===== config.mk =====
export PLATFORM = sky130hd
export DESIGN_NAME = uart_tx_tick
export DESIGN_NICKNAME = d
export VERILOG_FILES = /design/src/rtl/uart_tx_tick.sv
export SDC_FILE = /design/constraint.sdc
export NUM_CORES = 1
export LEC_CHECK = 0
export CAP_MARGIN = 20
export CORE_MARGIN = 3
export CORE_UTILIZATION = 30
export CTS_CLUSTER_SIZE = 24
export DETAILED_ROUTE_END_ITERATION = 8
export GPL_ROUTABILITY_DRIVEN = 0
export PLACE_DENSITY = 0.53
export SLEW_MARGIN = 20
export SYNTH_ARGS = -nofsm -noshare
export SYNTH_HDL_FRONTEND = slang
export SYNTH_SLANG_ARGS = --single-unit

===== constraint.sdc =====
create_clock -name clock -period 1.85 [get_ports clock]
set_input_delay 0.37 -clock clock [delete_from_list [all_inputs] [get_ports clock]]
set_output_delay 0.37 -clock clock [all_outputs]
set_load 0.005 [all_outputs]

===== src/rtl/uart_tx_tick.sv =====
// uart_tx_tick: byte-serial UART transmitter driven by an external bit-period strobe.
// A small valid/ready byte FIFO decouples the upstream writer from frame timing;
// the serialiser emits start, DATA_BITS data bits (LSB first) and STOP_BITS stop
// bits, one bit per tick, and chains queued bytes back-to-back with no idle gap.

module uart_tx_tick #(
    parameter int unsigned DATA_BITS  = 8,
    parameter int unsigned STOP_BITS  = 1,
    parameter int unsigned FIFO_DEPTH = 4
) (
    input  logic                          clock,
    input  logic                          reset,
    input  logic                          tick,
    input  logic [DATA_BITS-1:0]          in_data,
    input  logic                          in_valid,
    output logic                          in_ready,
    output logic                          tx,
    output logic                          busy,
    output logic [$clog2(FIFO_DEPTH):0]   fifo_level
);

    // ------------------------------------------------------------------
    // Derived widths and constants
    // ------------------------------------------------------------------
    localparam int unsigned AW  = $clog2(FIFO_DEPTH);
    localparam int unsigned LW  = AW + 1;
    localparam int unsigned BCW = $clog2(DATA_BITS + 1);
    localparam int unsigned SCW = $clog2(STOP_BITS + 1);

    localparam logic [LW-1:0]  LEVEL_FULL = LW'(FIFO_DEPTH);
    localparam logic [BCW-1:0] LAST_BIT   = BCW'(DATA_BITS - 1);
    localparam logic [SCW-1:0] STOP_LAST  = SCW'(STOP_BITS);

    typedef enum logic [1:0] {
        ST_IDLE,
        ST_DATA,
        ST_STOP
    } state_e;

    // ------------------------------------------------------------------
    // FIFO storage and bookkeeping
    // ------------------------------------------------------------------
    logic [DATA_BITS-1:0] mem_q [FIFO_DEPTH];
    logic [AW-1:0]        wr_ptr_q;
    logic [AW-1:0]        wr_ptr_d;
    logic [AW-1:0]        rd_ptr_q;
    logic [AW-1:0]        rd_ptr_d;
    logic [LW-1:0]        level_q;
    logic [LW-1:0]        level_d;
    logic [DATA_BITS-1:0] head;
    logic                 push;
    logic                 pop;
    logic                 have_data;

    // ------------------------------------------------------------------
    // Serialiser state
    // ------------------------------------------------------------------
    state_e               state_q;
    state_e               state_d;
    logic [DATA_BITS-1:0] shift_q;
    logic [DATA_BITS-1:0] shift_d;
    logic [BCW-1:0]       bit_cnt_q;
    logic [BCW-1:0]       bit_cnt_d;
    logic [SCW-1:0]       stop_cnt_q;
    logic [SCW-1:0]       stop_cnt_d;
    logic                 tx_q;
    logic                 tx_d;
    logic                 busy_q;
    logic                 busy_d;
    logic                 last_data;
    logic                 stop_done;

    // in_ready comes straight from the registered level so it never depends on in_valid.
    assign in_ready   = (level_q != LEVEL_FULL);
    assign push       = in_valid && in_ready;
    assign have_data  = (level_q != '0);
    assign head       = mem_q[rd_ptr_q];
    assign last_data  = (bit_cnt_q == LAST_BIT);
    assign stop_done  = (stop_cnt_q == STOP_LAST);

    assign tx         = tx_q;
    assign busy       = busy_q;
    assign fifo_level = level_q;

    // FIFO data array: written on every accepted push, no reset needed.
    always_ff @(posedge clock) begin
        if (push) begin
            mem_q[wr_ptr_q] <= in_data;
        end
    end

    // FIFO pointer and occupancy next-state; pointers wrap naturally (power-of-two depth).
    always_comb begin
        wr_ptr_d = wr_ptr_q;
        rd_ptr_d = rd_ptr_q;
        level_d  = level_q;
        if (push) begin
            wr_ptr_d = wr_ptr_q + AW'(1);
        end
        if (pop) begin
            rd_ptr_d = rd_ptr_q + AW'(1);
        end
        case ({push, pop})
            2'b10:   level_d = level_q + LW'(1);
            2'b01:   level_d = level_q - LW'(1);
            default: level_d = level_q;
        endcase
    end

    // FIFO pointer and occupancy registers; reset discards any queued bytes.
    always_ff @(posedge clock or posedge reset) begin
        if (reset) begin
            wr_ptr_q <= '0;
            rd_ptr_q <= '0;
            level_q  <= '0;
        end else begin
            wr_ptr_q <= wr_ptr_d;
            rd_ptr_q <= rd_ptr_d;
            level_q  <= level_d;
        end
    end

    // FSM state register.
    always_ff @(posedge clock or posedge reset) begin
        if (reset) begin
            state_q <= ST_IDLE;
        end else begin
            state_q <= state_d;
        end
    end

    // FSM next-state: transitions only on tick edges.
    always_comb begin
        state_d = state_q;
        if (tick) begin
            case (state_q)
                ST_IDLE: begin
                    if (have_data) begin
                        state_d = ST_DATA;
                    end
                end
                ST_DATA: begin
                    if (last_data) begin
                        state_d = ST_STOP;
                    end
                end
                ST_STOP: begin
                    if (stop_done) begin
                        state_d = have_data ? ST_DATA : ST_IDLE;
                    end
                end
                default: state_d = ST_IDLE;
            endcase
        end
    end

    // FSM outputs: line level, busy flag, shifter/counters and the FIFO pop request.
    // STOP counts the stop bits it drives; the extra tick after the last one either
    // reloads the shifter (back-to-back start bit) or returns the line to idle.
    always_comb begin
        pop        = 1'b0;
        tx_d       = tx_q;
        busy_d     = busy_q;
        shift_d    = shift_q;
        bit_cnt_d  = bit_cnt_q;
        stop_cnt_d = stop_cnt_q;
        if (tick) begin
            case (state_q)
                ST_IDLE: begin
                    tx_d   = 1'b1;
                    busy_d = 1'b0;
                    if (have_data) begin
                        pop        = 1'b1;
                        shift_d    = head;
                        tx_d       = 1'b0;
                        busy_d     = 1'b1;
                        bit_cnt_d  = '0;
                        stop_cnt_d = '0;
                    end
                end
                ST_DATA: begin
                    tx_d       = shift_q[0];
                    shift_d    = shift_q >> 1;
                    bit_cnt_d  = bit_cnt_q + BCW'(1);
                    stop_cnt_d = '0;
                end
                ST_STOP: begin
                    if (!stop_done) begin
                        tx_d       = 1'b1;
                        stop_cnt_d = stop_cnt_q + SCW'(1);
                    end else if (have_data) begin
                        pop        = 1'b1;
                        shift_d    = head;
                        tx_d       = 1'b0;
                        busy_d     = 1'b1;
                        bit_cnt_d  = '0;
                        stop_cnt_d = '0;
                    end else begin
                        tx_d   = 1'b1;
                        busy_d = 1'b0;
                    end
                end
                default: begin
                    tx_d   = 1'b1;
                    busy_d = 1'b0;
                end
            endcase
        end
    end

    // Serialiser datapath registers; reset forces the line idle immediately.
    always_ff @(posedge clock or posedge reset) begin
        if (reset) begin
            tx_q       <= 1'b1;
            busy_q     <= 1'b0;
            shift_q    <= '0;
            bit_cnt_q  <= '0;
            stop_cnt_q <= '0;
        end else begin
            tx_q       <= tx_d;
            busy_q     <= busy_d;
            shift_q    <= shift_d;
            bit_cnt_q  <= bit_cnt_d;
            stop_cnt_q <= stop_cnt_d;
        end
    end

endmodule


Word level (Yosys, flattened, before mapping). Memories as Yosys holds them, arrays and structs flattened. Cells that the tools add are included.

Bits in registers: 24. Output and inout bits: 6. Bits in writable memories: 32. Word-level logic and storage cells: 61. Input port bits: 12. Memories: 1.

Memory list: mem_q (words 4, bits a word 8, rd ports 1, clocked after memory_dff 0, write ports 1, line 43) `logic [DATA_BITS-1:0] mem_q [FIFO_DEPTH];`.

Bitwise logic cells: 1. Equal/unequal tests: 9. Reduce and logical (&&, ||, !) cells: 9. $add $sub $neg: 6. Mux-type cells: 26.

Operators by type and width (number): 8-bit one-hot mux with 3 select lines (1); 8-bit 2-to-1 mux (2); 4-bit one-hot mux with 3 select lines (1); 1-bit 2-to-1 mux (11); 1-bit one-hot mux with 3 select lines (3); 3-bit AND reduction (3); 4-bit 2-to-1 mux (2); 2-bit 2-to-1 mux (3); 2-bit != test (second input constant) (3); 2-bit one-hot mux with 3 select lines (1); 3-bit one-hot mux with 2 select lines (1); 3-bit nonzero test (2); 2-bit by 1-bit adder with 2-bit output (second input constant) (2); 4-bit by 1-bit adder with 4-bit output (second input constant) (1); 2-bit by 1-bit equality test with 1-bit output (second input constant) (2); 2-bit equality test (second input constant) (2); 4-bit by 3-bit equality test with 1-bit output (second input constant) (1); 4-bit AND reduction (1); 3-bit by 1-bit adder with 3-bit output (second input constant) (1); 3-bit != test (second input constant) (1); 3-bit by 1-bit subtractor with 3-bit output (second input constant) (1); 2-bit zero test (1); 1-bit one-hot mux with 2 select lines (1); 2-bit nonzero test (1); 3 further kinds (3).

Longest topological paths before layout. Gate-level depths: netlist (run 1).

Depth in word-level cells: 7. Mapped depth: 10. Depth with buffers taken out: 10.

Least setup slack after synthesis (run 1). Ideal clock, no wire load.

Path type: register to register. Start point: register level_q[0] (netlist: fifo_level[0]). End point: register level_q[2] (netlist: fifo_level[2]). Stages on the path, launching flop included: 11. Clock period less this slack: 2.027 ns. Required time: 1.771 ns. Setup time: 0.079 ns. Path buffers: 0. Path slack: -0.177 ns. Arrival: 1.948 ns. Path through: dfrtp_1 -> inv_1 -> nand3_1 -> and2_1 -> inv_1 -> ha_1 -> inv_1 -> fa_1 -> xor2_1 -> nor2_1 -> xor2_1.

Elaborated cells on any way between the ends: 13. Classes of those cells: add/sub (2); eq/ne (3); mux (5); reduce/logical (3).

RTL lines: from (decl) (line 48) `logic [LW-1:0] level_q;`; from (signal assigned) (line 119) `level_q <= level_d;`; 3-bit != test * (line 74) `assign in_ready = (level_q != LEVEL_FULL);`; net in_ready (line 16) `output logic in_ready,`; 1-bit logical AND * (line 75) `assign push = in_valid && in_ready;`; 2-bit by 1-bit equality test with 1-bit output or 2-bit equality test (tied branches) (line 103) `case ({push, pop})`; 3-bit one-hot mux with 2 select lines or 2-bit nonzero test (tied branches).

The timed path passes the listed nets; every way through them passes the cells marked *. A chain may end at the register's enable or synchronous reset.

Worst setup path after layout (run 1).
Start point: register state_q[0]. End point: register level_q[2] (netlist: fifo_level[2]).

Longest elaborated chain between the ends: 5. Elaborated cells on any way between the ends: 8. Classes of those cells: eq/ne (3); mux (3); reduce/logical (2).

RTL lines: from (decl) (line 58) `state_e state_q;`; from (signal assigned) (line 128) `state_q <= state_d;`; 2-bit equality test or 2-bit zero test (tied branches) (line 168) `case (state_q)`; 1-bit one-hot mux with 2 select lines * (line 168); 1-bit 2-to-1 mux * (line 167) `if (tick) begin`; net pop (line 52) `logic pop;`; 2-bit by 1-bit equality test with 1-bit output or 2-bit equality test (tied branches) (line 103); 3-bit one-hot mux with 2 select lines or 2-bit nonzero test (tied branches).

Marks and branches as above.

==> results of run 1 <==
==> power groups by stage <==
stage                     clock (mW)  sequential [mW]  combinational, mW
final                          0.671             1.97               1.89
after global routing           0.759             2.02               2.11
after CTS                      0.696             1.97               1.84
after detailed placement           0             1.99               1.84
after global placement             0             1.98               1.82
after floorplan                    0             1.94               1.15
==> registers in the layout, summed over array words and instances (netlist names) <==
name	flops
mem_q	32
wr_ptr_q	2
bit_cnt_q	4
rd_ptr_q	2
busy	1
stop_cnt_q	1
fifo_level	3
state_q	2
tx	1
shift_q	8
==> logic make-up after synthesis <==
kind of cell	after synthesis	share of synthesized area, %
DFF	56	62.0
and+or+nand+nor	45	9.57
AOI/OAI and AO/OA	38	12.4
buffers and inverters	20	5.06
muxes	10	4.51
xor gates and xnor gates	8	2.78
adders and majority gates	7	3.77
==> repair_timing <==
item	in CTS	in global routing
endpoints found under the setup margin	2	1
gates resized for setup	5	7
pin swaps	4	8
setup buffers	0	4
==> final cells by class <==
type,count,area (µm²)
Clock inverter,3,21.3
Timing Repair Buffer,48,464
Tap cell,102,128
Sequential cell,56,1560
Inverter,11,41.3
Clock buffer,5,68.8
Fill cell,762,4770
Multi-Input combinational cell,108,875
==> stage by stage <==
stage	TNS [ns]	utilization, %	setup WS (ns)	power (mW)	hold slack [ns]
5_1_grt	-0.0937	39.9	-0.0937	4.89	0.435
3_5_place_dp	-0.686	38.2	-0.409	3.83	0.473
4_1_cts	-0.0263	39.4	-0.0263	4.51	0.422
6_report	-0.0104	39.9	-0.0104	4.53	0.406
3_3_place_gp	-0.625	38.2	-0.378	3.81	0.465
2_1_floorplan	-0.142	-	-0.127	3.09	0.384
==> worst max-delay path: cells and delay by family (launching register included) <==
| family | cells | cell delay (ns) |
|---|---|---|
| fa+ha+maj | 2 | 0.55 |
| flops | 1 | 0.39 |
| simple gates | 3 | 0.51 |
| buf+inv | 1 | 0.04 |
| xor+xnor | 2 | 0.31 |
==> layer usage <==
metal	track usage [%]	vias to the layer above
met5	0	-
met4	2.88	0
met3	2.87	2
met2	16.0	14
met1	14.2	748
li1	-	769
==> final timing paths <==
kind                                      end        from  slack, ns  cells past startpoint
worst max-delay path            fifo_level[2]  state_q[0]      -0.01                      8
worst min-delay path              wr_ptr_q[1]       reset       0.41                      3
worst max register to register  fifo_level[2]  state_q[0]      -0.01                      8
worst min register to register     shift_q[3]  shift_q[3]       0.49                      2
max in group asynchronous                  tx       reset       1.15                      3
min in group clock                 shift_q[3]  shift_q[3]       0.49                      2
==> cells in the final DEF, fill, tap and decap left out, types with 2 or more instances in the layout <==
cell / count
o21ai_0: 3
buf_12: 5
dfrtp_1: 22
mux2i_1: 8
nand3_1: 2
o21ai_1: 9
nor2_1: 10
ha_1: 5
nor2b_1: 4
and2b_1: 5
a2111oi_0: 7
nand2b_1: 2
xnor2_1: 5
xor2_1: 3
clkdlybuf4s50_1: 14
edfxtp_1: 32
buf_4: 26
a211oi_1: 2
inv_1: 7
and3_1: 4
a311o_1: 7
clkbuf_8: 5
nand2_1: 11
o31ai_1: 2
inv_2: 4
dlygate4sd2_1: 2
==> out/qor.yml, run 1 <==
route:
  wl_per_cell_um: 13.9
  post-route-drc-count: 0
  initialDrtViolationCount: 97
  top_layer: "met4"
  first_pass_iters: 4
  detail-route-antenna-nets: 0
  wl_met1_um: 2260
  vias: 1533
  routed_wl_um: 4620
  wl_met2_um: 2200
  route.met3.wl_um: 135
  vias_per_cell: 4.60
cells_and_area:
  area_growth_pct: 25.3
  final_cell_count_no_fill: 333
  layout.nets: 249
  final_layout_size_suffix_gt1_share_pct: 24.2
  n_antenna_cell: 0
  final_cell_area_um2: 3160
floorplan:
  dieHeight_um: 97.7
  core.rowCount: 32
  start_util_pct: 31.8
  io_pins: 18
  die_area_um2: 9540
  fp.dieW_um: 97.7
  core_um2: 7930
pwr:
  power_density_nw_per_um2: 1430
  combPwrFrac_pct: 41.7
  p_int_mw: 3.02
  clkPwrFrac_pct: 14.8
  sw_frac_of_total_pct: 33.3
  irDropWorstVdd_v: 0.000558
  p_sw_mw: 1.51
  seq_power_share_pct: 43.4
  leakagePower_nw: 1.25
clocking:
  cts.path.max_buffers: 2
  clkSinkCount: 56
  h-tree-depth: 2
  numCtsBuffers: 5
  clkTransAtPathRegs_ns: 0.10
  clock_latency_ns: 0.31
  clockRootBuffer: "clkbuf_8"
  cts_tree: "built"
  cts_hold_buffers: 0
global_route:
  grt_pass1_vias: 1525
  track_usage_pct: 10.3
  gr-total-overflow: 0
  grt_max_degree: 25
  antenna_found_initial: 0
  grt_pass1_wl_um: 7840
yosys:
  synth-edff-count: 32
  yosysSeqAreaShare_pct: 62.0
  synth_common_cells: "32 x edfxtp_1, 23 x dfrtp_1, 11 x inv_1, 11 x nand2_1, 10 x nor2_1"
  async_flop_share_pct: 42.9
  synth_area_leaders: "edfxtp_1 38%, dfrtp_1 23%, mux2i_1 3.2%"
  syn_nets: 203
  syn_area_um2: 2520
  synth_area_per_cell_um2: 13.7
  synth_ff_type: "edfxtp_1"
  synth_top_area_cell: "edfxtp_1"
  ys_types: 41
  ys_seq_elements: 56
  synthesis.instances: 184
  synthMostInstantiatedCell: "edfxtp_1"
  ys_warn_count: 0
  synth_top_area_share_pct: 38.1
sta:
  timing.final.crit_share_pct: 101
  period_minus_slack_ns: 1.86
  drv_slew: 0
  relSlewSlack_pct: 64.6
  rsz0062_at_grt: "true"
  hold_violations: 0
  fmax_mhz: 538
  worst_pin_slew_ns: 0.531
  skew_ns: 0.00729
  setup_slack_ns: -0.0104
  setup_viol: 1
placement:
  dp.cells: 322
  placement.cell_area_um2: 3030
  hpwl_um: 3100
  portBuffers: 17
status:
  violations: "negative setup slack"
  outcome: "finished with violations"
setup_path:
  crit_arrival_ns: 2.10
  required_ns: 2.09
  start_kind: "register"
  cp_cell_sequence: "nand2b_4, nor3_4, ha_4, inv_2, fa_2, xor2_1, nor2_1, xor2_1"
  critical-path-slowest-cell: "dfrtp_1"
  cp-end-kind: "register"
  cpPeakStageDelay_ns: 0.39
  cpMostUsedCell: "xor2_1"
  worstPathMaxFanout: 2
  crit_type: "reg2reg"
flow_run:
  maxCapViolations: 0
worst_hold_path:
  min_path_type: "in2async"
Note: power is estimated with default switching activity, not from simulation.
==> inputs of run 2 (changes only) <==
- SKIP_CTS_REPAIR_TIMING: unset -> 1
==> run 2 against run 1 <==
  * The flow still finishes with violations (negative setup slack)
  * Clock-buffer cell count unchanged
  * Die area unchanged
  * First-iteration DRC count down 28%
  * Design area down 1.2%
  * Highest routed layer unchanged
  * Flip-flop and latch count unchanged
  * Global-route usage unchanged
  * Routed wire length down 1.5%
  * Clock skew about the same
==> out/qor.yml, run 2 (synthesized netlist as in run 1, its figures left out) <==
status:
  outcome: "finished with violations"  # unchanged
  violations: "negative setup slack"  # unchanged
clocking:
  cts.path.max_buffers: 2  # unchanged
  clockRootBuffer: "clkbuf_8"  # unchanged
  numCtsBuffers: 5  # unchanged
  cts_tree: "built"  # unchanged
  clkTransAtPathRegs_ns: 0.10  # about the same
  h-tree-depth: 2  # unchanged
  clkSinkCount: 56  # unchanged
  clock_latency_ns: 0.31  # about the same
cells_and_area:
  mostFrequentLayoutCells: "32 x edfxtp_1, 23 x buf_4, 22 x dfrtp_1, 15 x clkdlybuf4s50_1"  # was 32 x edfxtp_1, 26 x buf_4, 22 x dfrtp_1, 14 x clkdlybuf4s50_1, 11 x nand2_1
  final.fill_count: 764  # was 762
  final_core_util_pct: 39.4  # was 39.9%
  largest_reg_flops: 32  # unchanged
  reg.largest.list: "mem_q (32), shift_q (8), bit_cnt_q (4)"  # unchanged
  n_antenna_cell: 0  # unchanged
  area_growth_pct: 23.8  # was 25.3%
  final_common_cell: "edfxtp_1"  # unchanged
  layout.nets: 246  # was 249
  final_layout_size_suffix_gt1_share_pct: 20.6  # was 24.2%
  regMostFlops: "mem_q"  # unchanged
setup_path:
  crit_type: "reg2reg"  # unchanged
  rrSetupSlack_ns: -0.01  # about the same
  worstPathMaxFanout: 5  # was 2
  crit_end: "fifo_level[2]"  # unchanged
  r2r_end: "fifo_level[2]"  # unchanged
  r2r-start: "fifo_level[0]"  # was state_q[0]
  reg2reg_depth: 9  # was 8
  crit_arrival_ns: 2.10  # about the same
  crit_path_start: "fifo_level[0]"  # was state_q[0]
  cp-end-kind: "register"  # unchanged
  start_kind: "register"  # unchanged
  required_ns: 2.09  # about the same
sta:
  setup_slack_ns: -0.0113  # was -0.0104 ns
  skew_ns: 0.00777  # was 0.00729 ns
  setup_viol: 1  # unchanged
  rsz0062_at_grt: "true"  # unchanged
  hold_violations: 0  # unchanged
  timing.final.crit_share_pct: 101  # about the same
  worst_pin_slew_ns: 0.542  # was 0.531 ns
  drv_slew: 0  # unchanged
  fmax_mhz: 537  # was 538 MHz
  period_minus_slack_ns: 1.86  # about the same
  relSlewSlack_pct: 63.9  # was 64.6%
  whs_ns: 0.411  # was 0.406 ns
floorplan:
  core.rowCount: 32  # unchanged
  dieHeight_um: 97.7  # unchanged
  start_util_pct: 31.8  # unchanged
  fp.dieW_um: 97.7  # unchanged
  core_um2: 7930  # unchanged
  io_pins: 18  # unchanged
  die_area_um2: 9540  # unchanged
global_route:
  gr-total-overflow: 0  # unchanged
  antenna_found_initial: 0  # unchanged
  grt_pass1_wl_um: 7840  # unchanged
  grt_max_degree: 25  # unchanged
  grt_pass1_vias: 1525  # unchanged
  track_usage_pct: 10.3  # unchanged
route:
  post-route-drc-count: 0  # unchanged
  vias: 1526  # was 1533
  first_pass_iters: 4  # unchanged
  wl_per_cell_um: 13.8  # was 13.9 µm
  routed_wl_um: 4550  # was 4620 µm
  vias_per_cell: 4.62  # was 4.60
  detail-route-antenna-nets: 0  # unchanged
  initialDrtViolationCount: 70  # was 97
pwr:
  leakagePower_nw: 1.24  # was 1.25 nW
  power_density_nw_per_um2: 1420  # was 1430 nW/µm²
  irDropWorstVdd_v: 0.000559  # was 0.000558 V
placement:
  hpwl_um: 3100  # unchanged
  portBuffers: 17  # unchanged
worst_hold_path:
  min_path_type: "in2async"  # unchanged
flow_run:
  maxCapViolations: 0  # unchanged
## run 2: cell types whose count changed in the layout (fill, tap and decap cells not counted), moves of 2 or more
cell and change:
inv_1 +4, dlymetal6s2s_1 +2, inv_2 -4, buf_4 -3, dlygate4sd2_1 -2
## run 2: cell type report
class	count	area, µm²	share of cell area (%)
clock buffer	5	68.8	2.20
clock inverter	3	21.3	0.681
inverter	11	41.3	1.32
multi-input combinational	108	852	27.3
sequential	56	1560	50.1
tap	102	128	4.09
timing repair buffer	45	448	14.3
## run 2: report_power, final
| part | switching, mW | internal [mW] | total, mW |
|---|---|---|---|
| combinational | 0.829 | 0.983 | 1.81 |
| clock | 0.401 | 0.270 | 0.670 |
| sequential | 0.243 | 1.72 | 1.96 |
## run 2: how the worst min path moves through the flow
stage	startpoint	endpoint	cells after the start
CTS	reset	wr_ptr_q[1]	3
global placement	shift_q[3]	shift_q[3]	2
finish	reset	wr_ptr_q[1]	3
global route	reset	wr_ptr_q[1]	3
floorplan	reset	bit_cnt_q[0]	1
detailed placement	shift_q[3]	shift_q[3]	2
## run 2: through the flow
step / setup WS (ns) / cell area, µm² / setup TNS [ns] / instances / power [mW]
floorplan: -0.127 / 2540 / -0.142 / 184 / 3.09
global placement: -0.378 / 3030 / -0.625 / 322 / 3.81
detailed placement: -0.409 / 3030 / -0.686 / 322 / 3.83
CTS: -0.0959 / 3120 / -0.187 / 330 / 4.50
global route: -0.126 / 3120 / -0.126 / 330 / 4.80
finish: -0.0113 / 3120 / -0.0113 / 330 / 4.44
## run 2: layer usage
layer  vias up  global-route usage (%)  part of all wire, %
li1        765                       -                    -
met2        16                    16.0                   47
met5         -                       0                    0
met1       738                    14.2                   49
met3         7                    2.87                  3.1
met4         0                    2.88                  1.0
## run 2: worst max-delay path, stage by stage (launching register included)
cell	delay, ns
dfrtp_2	0.42
nor3_1	0.05
buf_4	0.14
nor3_4	0.20
ha_2	0.20
inv_1	0.05
fa_2	0.33
xor2_1	0.15
nor2_1	0.11
xor2_1	0.15
==> inputs of run 3 (changes only) <==
- CORE_MARGIN: 3 -> unset
- SLEW_MARGIN: 20 -> 5
==> run 3 against run 2 <==
  * The flow now finishes without violations
  * Sequential power up 3%
  * Via count up 1.9%
  * Non-clock buffer count up 6
  * Core utilization down 0.35 points
  * Critical path depth up 1
  * Die area down 8.0%
  * Largest cell class unchanged
  * Highest routed layer unchanged
==> out/qor.yml, run 3 (synthesized netlist as in run 1, its figures left out) <==
sta:
  hold_violations: 0  # unchanged
  fmax_mhz: 541  # was 537 MHz
  skew_ns: 0.00787  # was 0.00777 ns
  relSlewSlack_pct: 64.2  # was 63.9%
  timing.final.crit_share_pct: 100  # was 101%
  rsz0062_at_grt: "true"  # unchanged
  setup-tns-final_ns: 0  # was -0.0113 ns
  setup_viol: 0  # was 1
  worst_pin_slew_ns: 0.536  # was 0.542 ns
  whs_ns: 0.375  # was 0.411 ns
  period_minus_slack_ns: 1.85  # was 1.86 ns
  drv_slew: 0  # unchanged
route:
  wl_met1_um: 2250  # was 2240 µm
  routed_wl_um: 4560  # was 4550 µm
  detail-route-antenna-nets: 0  # unchanged
  first_pass_iters: 4  # unchanged
  wl_per_cell_um: 13.4  # was 13.8 µm
  vias: 1555  # was 1526
  top_layer: "met4"  # unchanged
  wl_met2_um: 2110  # was 2130 µm
  initialDrtViolationCount: 68  # was 70
  route.met3.wl_um: 145  # was 143 µm
  vias_per_cell: 4.59  # was 4.62
  post-route-drc-count: 0  # unchanged
global_route:
  antenna_found_initial: 0  # unchanged
  track_usage_pct: 11.6  # was 10.3%
  gr-total-overflow: 0  # unchanged
  grt_pass1_wl_um: 7670  # was 7840 µm
  grt_max_degree: 25  # unchanged
  grt_pass1_vias: 1562  # was 1525
status:
  outcome: "finished, final reports clean"  # was finished with violations
cells_and_area:
  multi_input_comb_area_um2: 857  # was 852 µm²
  seq_area_um2: 1570  # was 1560 µm²
  final_layout_size_suffix_gt1_share_pct: 23.5  # was 20.6%
  final_core_util_pct: 39.0  # was 39.4%
  reg.largest.list: "mem_q (32), shift_q (8), bit_cnt_q (4)"  # unchanged
  mostFrequentLayoutCells: "32 x edfxtp_1, 28 x buf_4, 21 x dfrtp_1, 14 x clkdlybuf4s50_1, 11 x nand2_1"  # was 32 x edfxtp_1, 23 x buf_4, 22 x dfrtp_1, 15 x clkdlybuf4s50_1
  final_cell_area_um2: 3190  # was 3120 µm²
  n_antenna_cell: 0  # unchanged
  largest_reg_flops: 32  # unchanged
  regMostFlops: "mem_q"  # unchanged
  final_common_cell: "edfxtp_1"  # unchanged
  final.fill_count: 812  # was 764
  layout.nets: 252  # was 246
  area_growth_pct: 26.5  # was 23.8%
setup_path:
  cp_cell_sequence: "inv_2, nand3_2, and2_4, inv_1, ha_2, inv_1, fa_2, xor2_1, nor2_1, xor2_1"  # was nor3_1, buf_4, nor3_4, ha_2, inv_1, fa_2, xor2_1, nor2_1, xor2_1
  critPathBufInv: 3  # was 2
  crit_family: "adder cells"  # unchanged
  cpPeakStageDelay_ns: 0.45  # was 0.42 ns
  crit_arrival_ns: 2.10  # about the same
  crit_type: "reg2reg"  # unchanged
  required_ns: 2.10  # was 2.09 ns
  start_kind: "register"  # unchanged
  worstPathMaxFanout: 4  # was 5
  cp-end-kind: "register"  # unchanged
  critical-path-slowest-cell: "dfrtp_2"  # unchanged
floorplan:
  io_pins: 18  # unchanged
  core.rowCount: 33  # was 32
  fp.dieW_um: 93.7  # was 97.7 µm
  dieHeight_um: 93.7  # was 97.7 µm
  core_um2: 8180  # was 7930 µm²
  die_area_um2: 8780  # was 9540 µm²
  start_util_pct: 30.9  # was 31.8%
flow_run:
  maxCapViolations: 0  # unchanged
clocking:
  clkSinkCount: 56  # unchanged
  h-tree-depth: 2  # unchanged
  numCtsBuffers: 5  # unchanged
  cts.path.max_buffers: 2  # unchanged
  clkTransAtPathRegs_ns: 0.10  # about the same
  cts_tree: "built"  # unchanged
  clockRootBuffer: "clkbuf_8"  # unchanged
  clock_latency_ns: 0.31  # about the same
pwr:
  power_density_nw_per_um2: 1420  # about the same
  sw_frac_of_total_pct: 33.0  # was 33.1%
  clkPwrFrac_pct: 14.8  # was 15.1%
  combPwrFrac_pct: 40.6  # was 40.8%
  seq_power_share_pct: 44.6  # was 44.1%
  p_sw_mw: 1.49  # was 1.47 mW
  leakagePower_nw: 1.28  # was 1.24 nW
  p_int_mw: 3.03  # was 2.97 mW
  irDropWorstVdd_v: 0.000437  # was 0.000559 V
placement:
  portBuffers: 17  # unchanged
  hpwl_um: 3180  # was 3100 µm
  placement.cell_area_um2: 3070  # was 3030 µm²
worst_hold_path:
  min_path_type: "in2async"  # unchanged
## run 3: cell types whose count changed in the layout (fill, tap and decap cells not counted), sizes merged
cell / delta
clkbuf: +1
inv: -1
dlymetal6s2s: +1
buf: +6
clkdlybuf4s50: -1
## run 3: power by group through the flow
stage	combinational, mW	clock (mW)	sequential (mW)
2_1_floorplan	1.15	0	1.94
3_3_place_gp	1.82	0	2.02
3_5_place_dp	1.84	0	2.04
4_1_cts	1.84	0.691	2.01
5_1_grt	2.04	0.740	2.07
6_report	1.84	0.668	2.02
## run 3: path summary, 6_finish.rpt
check / depth (start not counted) / start / endpoint / slack (ns)
worst max register to register: 10 / fifo_level[0] / fifo_level[2] / 0.0004
worst min register to register: 2 / shift_q[2] / shift_q[2] / 0.50
max in group asynchronous: 3 / reset / tx / 1.25
worst max-delay path: 10 / fifo_level[0] / fifo_level[2] / 0.0004
min in group clock: 2 / shift_q[2] / shift_q[2] / 0.50
worst min-delay path: 3 / reset / fifo_level[2] / 0.37
## run 3: cell type report
cell class / count / share of cell area (%)
clock buffers: 6 / 2.27
clock inverters: 2 / 0.510
inverters: 11 / 1.29
multi-input cells: 108 / 26.9
flip-flops and latches: 56 / 49.0
well taps: 105 / 4.12
repair buffers: 51 / 15.9
## run 3: through the flow
step / power (mW) / cells / setup WS [ns]
after CTS: 4.54 / 336 / -0.112
after global placement: 3.84 / 328 / -0.403
after floorplan: 3.09 / 184 / -0.127
after global routing: 4.85 / 339 / -0.117
after detailed placement: 3.88 / 328 / -0.445
final: 4.53 / 339 / 0.000350
## run 3: tightest hold or removal path: cells and delay by family
family	cells	cell delay [ns]
buffers and inverters	3	0.67
## run 3: routing by layer
| metal | vias up | track usage [%] |
|---|---|---|
| met4 | 0 | 2.69 |
| met3 | 6 | 3.40 |
| met1 | 764 | 15.4 |
| met5 | - | 0 |
| li1 | 769 | - |
| met2 | 16 | 18.6 |
